$ cat src/rtl/pe_ldst_port_if.sv
// PE load/store port bus: PE request/response side plus interconnect side.
interface pe_ldst_port_if #(
  parameter int unsigned N_GLOBAL_MEM_BANKS         = 16,
  parameter int unsigned GLOBAL_MEM_PER_BANK_ADDR_L = 10,
  parameter int unsigned DATA_L                     = 32
);
  localparam int unsigned BANK_ID_L = $clog2(N_GLOBAL_MEM_BANKS);

  // PE request
  logic                                  pe_req_vld;
  logic                                  pe_req_rdy;
  logic                                  pe_req_st;
  logic [BANK_ID_L-1:0]                  pe_req_bank_id;
  logic [GLOBAL_MEM_PER_BANK_ADDR_L-1:0] pe_req_bank_addr;
  logic [DATA_L-1:0]                     pe_req_wr_data;
  // interconnect request
  logic                                  req_vld;
  logic                                  req_st;
  logic [BANK_ID_L-1:0]                  mem_bank_id;
  logic [GLOBAL_MEM_PER_BANK_ADDR_L-1:0] bank_addr;
  logic [DATA_L-1:0]                     st_data;
  logic                                  gnt;
  // interconnect return
  logic [DATA_L-1:0]                     ld_data;
  logic                                  ld_data_vld;
  // PE response and status
  logic                                  pe_rsp_vld;
  logic [DATA_L-1:0]                     pe_rsp_data;
  logic                                  pe_rsp_rdy;
  logic                                  busy;
  logic                                  proto_err;

  // Port block view
  modport slave (
    input  pe_req_vld, pe_req_st, pe_req_bank_id, pe_req_bank_addr, pe_req_wr_data,
    input  gnt, ld_data, ld_data_vld, pe_rsp_rdy,
    output pe_req_rdy, req_vld, req_st, mem_bank_id, bank_addr, st_data,
    output pe_rsp_vld, pe_rsp_data, busy, proto_err
  );

  // Environment (PE + interconnect) view
  modport master (
    output pe_req_vld, pe_req_st, pe_req_bank_id, pe_req_bank_addr, pe_req_wr_data,
    output gnt, ld_data, ld_data_vld, pe_rsp_rdy,
    input  pe_req_rdy, req_vld, req_st, mem_bank_id, bank_addr, st_data,
    input  pe_rsp_vld, pe_rsp_data, busy, proto_err
  );
endinterface

$ cat src/rtl/pe_ldst_port.sv
// PE load/store port: request FIFO toward the memory interconnect, load
// credit tracking so returned data always has room, and an in-order
// response FIFO back to the PE.
module pe_ldst_port #(
  parameter int unsigned N_GLOBAL_MEM_BANKS         = 16,
  parameter int unsigned GLOBAL_MEM_PER_BANK_ADDR_L = 10,
  parameter int unsigned DATA_L                     = 32,
  parameter int unsigned RD_LATENCY                 = 2,
  parameter int unsigned REQ_Q_DEPTH                = 4,
  parameter int unsigned RSP_Q_DEPTH                = 4
) (
  input logic          clk,
  input logic          rst,
  pe_ldst_port_if.slave bus
);
  localparam int unsigned BANK_ID_L = $clog2(N_GLOBAL_MEM_BANKS);
  localparam int unsigned ADDR_L    = GLOBAL_MEM_PER_BANK_ADDR_L;
  localparam int unsigned RQ_PTR_L  = $clog2(REQ_Q_DEPTH);
  localparam int unsigned RQ_CNT_L  = RQ_PTR_L + 1;
  localparam int unsigned RS_PTR_L  = $clog2(RSP_Q_DEPTH);
  localparam int unsigned RS_CNT_L  = RS_PTR_L + 1;
  localparam int unsigned RS_SUM_L  = RS_CNT_L + 1;

  localparam logic [RQ_CNT_L-1:0] RQ_FULL = RQ_CNT_L'(REQ_Q_DEPTH);
  localparam logic [RS_SUM_L-1:0] RS_CAP  = RS_SUM_L'(RSP_Q_DEPTH);

  // The read latency is absorbed by the credit scheme; it is only sanity-checked.
  if (RD_LATENCY < 1 || REQ_Q_DEPTH < 2 || RSP_Q_DEPTH < 2 ||
      (REQ_Q_DEPTH & (REQ_Q_DEPTH - 1)) != 0 ||
      (RSP_Q_DEPTH & (RSP_Q_DEPTH - 1)) != 0) begin : g_bad_param
    $error("pe_ldst_port: illegal parameter combination");
  end

  typedef struct packed {
    logic                 st;
    logic [BANK_ID_L-1:0] bank_id;
    logic [ADDR_L-1:0]    addr;
    logic [DATA_L-1:0]    data;
  } req_t;

  req_t                rq_mem_q [REQ_Q_DEPTH];
  req_t                rq_mem_d [REQ_Q_DEPTH];
  logic [RQ_PTR_L-1:0] rq_wr_q, rq_wr_d, rq_rd_q, rq_rd_d;
  logic [RQ_CNT_L-1:0] rq_cnt_q, rq_cnt_d;

  logic [DATA_L-1:0]   rs_mem_q [RSP_Q_DEPTH];
  logic [DATA_L-1:0]   rs_mem_d [RSP_Q_DEPTH];
  logic [RS_PTR_L-1:0] rs_wr_q, rs_wr_d, rs_rd_q, rs_rd_d;
  logic [RS_CNT_L-1:0] rs_cnt_q, rs_cnt_d;

  logic [RS_CNT_L-1:0] inflight_q, inflight_d;
  logic                proto_err_q, proto_err_d;

  req_t                head;
  logic [RS_SUM_L-1:0] credit_sum;
  logic                credit_ok;
  logic                pe_req_rdy_int, req_vld_int, pe_rsp_vld_int;
  logic                rq_push, rq_pop, rs_push, rs_pop, ld_grant;

  // Handshake decode; status outputs are forced low while reset is asserted.
  always_comb begin
    head           = rq_mem_q[rq_rd_q];
    credit_sum     = {1'b0, inflight_q} + {1'b0, rs_cnt_q};
    credit_ok      = credit_sum < RS_CAP;
    pe_req_rdy_int = rst && (rq_cnt_q < RQ_FULL);
    req_vld_int    = rst && (rq_cnt_q != '0) && (head.st || credit_ok);
    pe_rsp_vld_int = rst && (rs_cnt_q != '0);
    rq_push        = bus.pe_req_vld && pe_req_rdy_int;
    rq_pop         = req_vld_int && bus.gnt;
    ld_grant       = rq_pop && !head.st;
    rs_push        = bus.ld_data_vld && (inflight_q != '0);
    rs_pop         = pe_rsp_vld_int && bus.pe_rsp_rdy;

    bus.pe_req_rdy  = pe_req_rdy_int;
    bus.req_vld     = req_vld_int;
    bus.req_st      = head.st;
    bus.mem_bank_id = head.bank_id;
    bus.bank_addr   = head.addr;
    bus.st_data     = head.data;
    bus.pe_rsp_vld  = pe_rsp_vld_int;
    bus.pe_rsp_data = rs_mem_q[rs_rd_q];
    bus.busy        = rst && ((rq_cnt_q != '0) || (rs_cnt_q != '0) || (inflight_q != '0));
    bus.proto_err   = rst && proto_err_q;
  end

  // Next-state for both FIFOs, the in-flight load count and the error flag.
  always_comb begin
    rq_mem_d = rq_mem_q;
    rq_wr_d  = rq_wr_q;
    rq_rd_d  = rq_rd_q;
    rq_cnt_d = rq_cnt_q;
    if (rq_push) begin
      rq_mem_d[rq_wr_q] = {bus.pe_req_st, bus.pe_req_bank_id,
                           bus.pe_req_bank_addr, bus.pe_req_wr_data};
      rq_wr_d = rq_wr_q + RQ_PTR_L'(1);
    end
    if (rq_pop) rq_rd_d = rq_rd_q + RQ_PTR_L'(1);
    if (rq_push && !rq_pop)      rq_cnt_d = rq_cnt_q + RQ_CNT_L'(1);
    else if (!rq_push && rq_pop) rq_cnt_d = rq_cnt_q - RQ_CNT_L'(1);

    rs_mem_d = rs_mem_q;
    rs_wr_d  = rs_wr_q;
    rs_rd_d  = rs_rd_q;
    rs_cnt_d = rs_cnt_q;
    if (rs_push) begin
      rs_mem_d[rs_wr_q] = bus.ld_data;
      rs_wr_d = rs_wr_q + RS_PTR_L'(1);
    end
    if (rs_pop) rs_rd_d = rs_rd_q + RS_PTR_L'(1);
    if (rs_push && !rs_pop)      rs_cnt_d = rs_cnt_q + RS_CNT_L'(1);
    else if (!rs_push && rs_pop) rs_cnt_d = rs_cnt_q - RS_CNT_L'(1);

    inflight_d = inflight_q;
    if (ld_grant && !rs_push)      inflight_d = inflight_q + RS_CNT_L'(1);
    else if (!ld_grant && rs_push) inflight_d = inflight_q - RS_CNT_L'(1);

    proto_err_d = proto_err_q || (bus.gnt && !req_vld_int) ||
                  (bus.ld_data_vld && (inflight_q == '0));
  end

  // Control state with synchronous active-low reset.
  always_ff @(posedge clk) begin
    if (!rst) begin
      rq_wr_q     <= '0;
      rq_rd_q     <= '0;
      rq_cnt_q    <= '0;
      rs_wr_q     <= '0;
      rs_rd_q     <= '0;
      rs_cnt_q    <= '0;
      inflight_q  <= '0;
      proto_err_q <= 1'b0;
    end else begin
      rq_wr_q     <= rq_wr_d;
      rq_rd_q     <= rq_rd_d;
      rq_cnt_q    <= rq_cnt_d;
      rs_wr_q     <= rs_wr_d;
      rs_rd_q     <= rs_rd_d;
      rs_cnt_q    <= rs_cnt_d;
      inflight_q  <= inflight_d;
      proto_err_q <= proto_err_d;
    end
  end

  // FIFO storage; contents are qualified by the counters so need no reset.
  always_ff @(posedge clk) begin
    rq_mem_q <= rq_mem_d;
    rs_mem_q <= rs_mem_d;
  end
endmodule

$ cat src/flat_wrapper.sv
// flat-port wrapper written by rule: the top's interface ports become plain ports
module pe_ldst_port_flat 
#(
  parameter int unsigned N_GLOBAL_MEM_BANKS         = 16,
  parameter int unsigned GLOBAL_MEM_PER_BANK_ADDR_L = 10,
  parameter int unsigned DATA_L                     = 32,
  parameter int unsigned RD_LATENCY                 = 2,
  parameter int unsigned REQ_Q_DEPTH                = 4,
  parameter int unsigned RSP_Q_DEPTH                = 4
)
  (clk, rst, bus_pe_req_vld, bus_pe_req_st, bus_pe_req_bank_id, bus_pe_req_bank_addr, bus_pe_req_wr_data, bus_gnt, bus_ld_data, bus_ld_data_vld, bus_pe_rsp_rdy, bus_pe_req_rdy, bus_req_vld, bus_req_st, bus_mem_bank_id, bus_bank_addr, bus_st_data, bus_pe_rsp_vld, bus_pe_rsp_data, bus_busy, bus_proto_err);
  pe_ldst_port_if #(.N_GLOBAL_MEM_BANKS(N_GLOBAL_MEM_BANKS), .GLOBAL_MEM_PER_BANK_ADDR_L(GLOBAL_MEM_PER_BANK_ADDR_L), .DATA_L(DATA_L)) bus_i ();
  input logic clk;
  input logic rst;
  input wire logic [$bits(bus_i.pe_req_vld)-1:0] bus_pe_req_vld;
  input wire logic [$bits(bus_i.pe_req_st)-1:0] bus_pe_req_st;
  input wire logic [$bits(bus_i.pe_req_bank_id)-1:0] bus_pe_req_bank_id;
  input wire logic [$bits(bus_i.pe_req_bank_addr)-1:0] bus_pe_req_bank_addr;
  input wire logic [$bits(bus_i.pe_req_wr_data)-1:0] bus_pe_req_wr_data;
  input wire logic [$bits(bus_i.gnt)-1:0] bus_gnt;
  input wire logic [$bits(bus_i.ld_data)-1:0] bus_ld_data;
  input wire logic [$bits(bus_i.ld_data_vld)-1:0] bus_ld_data_vld;
  input wire logic [$bits(bus_i.pe_rsp_rdy)-1:0] bus_pe_rsp_rdy;
  output wire logic [$bits(bus_i.pe_req_rdy)-1:0] bus_pe_req_rdy;
  output wire logic [$bits(bus_i.req_vld)-1:0] bus_req_vld;
  output wire logic [$bits(bus_i.req_st)-1:0] bus_req_st;
  output wire logic [$bits(bus_i.mem_bank_id)-1:0] bus_mem_bank_id;
  output wire logic [$bits(bus_i.bank_addr)-1:0] bus_bank_addr;
  output wire logic [$bits(bus_i.st_data)-1:0] bus_st_data;
  output wire logic [$bits(bus_i.pe_rsp_vld)-1:0] bus_pe_rsp_vld;
  output wire logic [$bits(bus_i.pe_rsp_data)-1:0] bus_pe_rsp_data;
  output wire logic [$bits(bus_i.busy)-1:0] bus_busy;
  output wire logic [$bits(bus_i.proto_err)-1:0] bus_proto_err;
  assign bus_i.pe_req_vld = bus_pe_req_vld;
  assign bus_i.pe_req_st = bus_pe_req_st;
  assign bus_i.pe_req_bank_id = bus_pe_req_bank_id;
  assign bus_i.pe_req_bank_addr = bus_pe_req_bank_addr;
  assign bus_i.pe_req_wr_data = bus_pe_req_wr_data;
  assign bus_i.gnt = bus_gnt;
  assign bus_i.ld_data = bus_ld_data;
  assign bus_i.ld_data_vld = bus_ld_data_vld;
  assign bus_i.pe_rsp_rdy = bus_pe_rsp_rdy;
  assign bus_pe_req_rdy = bus_i.pe_req_rdy;
  assign bus_req_vld = bus_i.req_vld;
  assign bus_req_st = bus_i.req_st;
  assign bus_mem_bank_id = bus_i.mem_bank_id;
  assign bus_bank_addr = bus_i.bank_addr;
  assign bus_st_data = bus_i.st_data;
  assign bus_pe_rsp_vld = bus_i.pe_rsp_vld;
  assign bus_pe_rsp_data = bus_i.pe_rsp_data;
  assign bus_busy = bus_i.busy;
  assign bus_proto_err = bus_i.proto_err;
  pe_ldst_port #(.N_GLOBAL_MEM_BANKS(N_GLOBAL_MEM_BANKS), .GLOBAL_MEM_PER_BANK_ADDR_L(GLOBAL_MEM_PER_BANK_ADDR_L), .DATA_L(DATA_L), .RD_LATENCY(RD_LATENCY), .REQ_Q_DEPTH(REQ_Q_DEPTH), .RSP_Q_DEPTH(RSP_Q_DEPTH)) u_core (.clk(clk), .rst(rst), .bus(bus_i));
endmodule
$ cat config.mk
export PLATFORM = sky130hd
export DESIGN_NAME = pe_ldst_port_flat
export DESIGN_NICKNAME = d
export VERILOG_FILES = /design/src/rtl/pe_ldst_port_if.sv /design/src/rtl/pe_ldst_port.sv /design/src/flat_wrapper.sv
export SDC_FILE = /design/constraint.sdc
export NUM_CORES = 1
export LEC_CHECK = 0
export ABC_CLOCK_PERIOD_IN_PS = 2600
export CAP_MARGIN = 0
export CORE_AREA = 2 2 136 171
export CTS_CLUSTER_DIAMETER = 200
export DETAILED_ROUTE_END_ITERATION = 10
export DIE_AREA = 0 0 138 173
export DONT_BUFFER_PORTS = 1
export PLACE_DENSITY_LB_ADDON = 0.12
export SYNTH_ARGS = -nofsm -noshare
export SYNTH_HDL_FRONTEND = slang
export SYNTH_SLANG_ARGS = --single-unit
$ cat constraint.sdc
create_clock -name clk -period 2.6 [get_ports clk]
set_clock_uncertainty 0.05 [all_clocks]
set_input_delay 0.52 -clock clk [delete_from_list [all_inputs] [get_ports clk]]
set_output_delay 0.52 -clock clk [all_outputs]
set_load 0.02 [all_outputs]
==> results.txt <==
Worst-Skew Late Latency: 540 ps
multi-input logic area: 2500 um2
Final GP Congestion: 0.756
Final Max Tran Viols: 0
Starting Density: 0.562
Final Hold Viols: 0
TritonCTS Buffers: 31
largest net degree at the start of global routing: 50
critical path peak fanout: 3
arrival time at the worst endpoint: 2950 ps
CP Launch Type: flip-flop
Port Buffers: 0
RSZ-0062 raised after global routing: yes
Synth Area per Inst: 23.2 um2
Finished Layout Cells: 963
layout cells sized above 1: 0.247
Gate Count Post-Synth: 535
Placed Cells: 819
root buffer cell: clkbuf_16
CTS max path bufs: 3
Die H: 173 um
Initial DRC Count: 265
gr ovfl total: 0
Slowest-stage cell, CP: mux4_2
status: completed
FMAX: 391 MHz
die area: 23900 um2
1st-pass router iterations: 4
R2R depth: 8
Worst Hold Launch: bus_pe_req_bank_addr[6]
Synth cell types: 32
peak supply drop: 635 uV
max-cap violations: 0
sequential area share after synthesis: 0.792
CTS tree: done
clock sink count: 334
most frequent cells in the layout: edfxtp_1 (316), dlygate4sd3_1 (89), mux4_2 (79)
Synth Warn #: 0
Total Routing Usage GR: 0.181
H-tree depth: 1
first-pass GRT wire length: 33.6 mm
RR Startpoint: u_core.rq_rd_q[0]
Antenna Cells: 0
Vias/cell: 5.77
routed len/inst: 22.5 um
via count: 5558
register bit total from synthesis: 334
Setup TNS Final: 0 ps
final worst-path cycle share: 0.983
minimum clock period: 2560 ps
Worst EP required: 2990 ps
hold depth: 0
CP cell instances: mux4_2 -> nor3_2 -> ha_2 -> inv_1 -> fa_1 -> xor2_1 -> or3_1 -> a21oi_1
Antenna Nets Post-Route: 0
IO Pins: 169
vias in the first global route: 5997
Worst Tran Pin Value: 550 ps
delay of the slowest critical-path stage: 560 ps
Die W: 138 um
# nets final: 761
# setup viols final: 0
R2R Setup Slk: 40 ps
synth-to-layout area growth: 18.7%
CTS clk-pin slew, worst paths: 60 ps
Leak Pwr: 4.71 nW
initial antenna violation count: 0
Slew headroom: 0.630
Hold EP: u_core.rq_mem_q[179]
Mapped Area: 12400 um2
most common cell after layout, fill and taps aside: edfxtp_1
Sequential Area: 9860 um2
drt drc: 0
core box area: 22100 um2
Crit. End Element: flip-flop
post-detail-place hpwl: 12.4 mm
CP Class: flip-flop to flip-flop
Synth Net Count: 636
final WL: 21.7 mm
Filler Cell Count: 1457
row count: 61
Power Density: 889 nW/um2
FF-to-FF End: u_core.inflight_q[2]
HP Class: primary input to flip-flop
logic make-up after synthesis:
kind of cell	Yosys count	share of synthesized area
xor+xnor	9	0.00634
flops	334	0.792
compound gates	22	0.0104
simple gates	40	0.0166
buf+inv	32	0.0110
fa+ha+maj	16	0.0179
mux	82	0.146
flip-flops by register name, indices dropped and copies added (netlist names):
name and count:
u_core.rs_rd_q 2, u_core.rq_wr_q 2, u_core.rq_mem_q 188, u_core.proto_err_q 1
u_core.inflight_q 3, u_core.rq_cnt_q 3, u_core.rs_cnt_q 3, u_core.rs_mem_q 128
u_core.rq_rd_q 2, u_core.rs_wr_q 2
Yosys cell counts (all sizes together):
| cell type | count | share of area |
|---|---|---|
| nand3 | 3 | 0.0012 |
| mux2i | 3 | 0.0024 |
| o21ai | 6 | 0.0024 |
| fa | 3 | 0.0048 |
| nor2b | 1 | 0.00050 |
| o311ai | 1 | 0.00070 |
| a21oi | 11 | 0.0047 |
| or3 | 5 | 0.0025 |
| or2 | 1 | 0.00050 |
| and3 | 8 | 0.0040 |
| and2 | 3 | 0.0015 |
| mux4 | 79 | 0.14 |
| dfxtp | 18 | 0.029 |
| or4 | 1 | 0.00060 |
| o31a | 1 | 0.00070 |
| xnor2 | 2 | 0.0014 |
| xor2 | 7 | 0.0049 |
| clkbuf | 6 | 0.0018 |
| edfxtp | 316 | 0.76 |
| ha | 13 | 0.013 |
| nor2 | 11 | 0.0033 |
| inv | 9 | 0.0027 |
| clkinv | 1 | 0.00030 |
| nor3 | 3 | 0.0012 |
| o31ai | 3 | 0.0018 |
| nand2 | 4 | 0.0012 |
| buf | 16 | 0.0061 |
worst max-delay path, delay by kind of cell, from the launching register on:
family          cells  cell delay, ps
mux                 1             560
compound gates      1             160
buf+inv             1              50
fa+ha+maj           2             590
flops               1             370
xor+xnor            1             190
simple gates        2             490
metal layers:
layer | share of wire | global-route usage
met1 | 0.38 | 0.220
met2 | 0.52 | 0.314
met3 | 0.082 | 0.0562
met4 | 0.024 | 0.0544
met5 | 0 | 0
metrics by stage:
stage / area (um2) / utilization / setup slack, ps / hold WS [ps] / power, W
5_1_grt: 14800 / 0.667 / -12.7 / 0.0444 / 0.0137
6_report: 14800 / 0.667 / 44.1 / 28.2 / 0.0131
4_1_cts: 14600 / 0.661 / 8.28 / 0.0481 / 0.0132
3_3_place_gp: 12900 / 0.583 / 118 / 411 / 0.00899
3_5_place_dp: 12900 / 0.583 / -3.29 / 426 / 0.00906
2_1_floorplan: 12500 / - / 39.4 / 414 / 0.00853
final cells by class:
class	count	share of cell area
Multi-Input combinational cell	169	0.170
Clock inverter	15	0.00645
Sequential cell	334	0.668
Clock buffer	38	0.0544
Timing Repair Buffer	114	0.0747
Inverter	10	0.00254
Tap cell	283	0.0240
repair_timing:
item | CTS | global route
hold endpoints to repair | 289 | 18
setup endpoints to repair | 12 | 37
buffers inserted | 0 | 2
hold buffers | 81 | 8
pin swaps | 0 | 5
gates resized for setup | 5 | 8
how the worst max path moves through the flow:
stage	cells after the start	from	to
floorplan	10	u_core.rq_rd_q[0]	u_core.rq_cnt_q[2]
global placement	10	u_core.inflight_q[2]	u_core.inflight_q[2]
detailed placement	10	u_core.inflight_q[2]	u_core.inflight_q[2]
CTS	8	u_core.rq_rd_q[0]	u_core.inflight_q[2]
global route	8	u_core.rq_rd_q[0]	u_core.inflight_q[2]
finish	8	u_core.rq_rd_q[0]	u_core.inflight_q[2]
report_power, final:
part | internal, W | switching, W | total, W | leakage [nW]
Combinational | 0.00102 | 0.00155 | 0.00257 | 1.25
Sequential | 0.00638 | 0.000167 | 0.00655 | 3.01
Clock | 0.00226 | 0.00174 | 0.00400 | 0.443
Power figures use the tool's default switching activity.
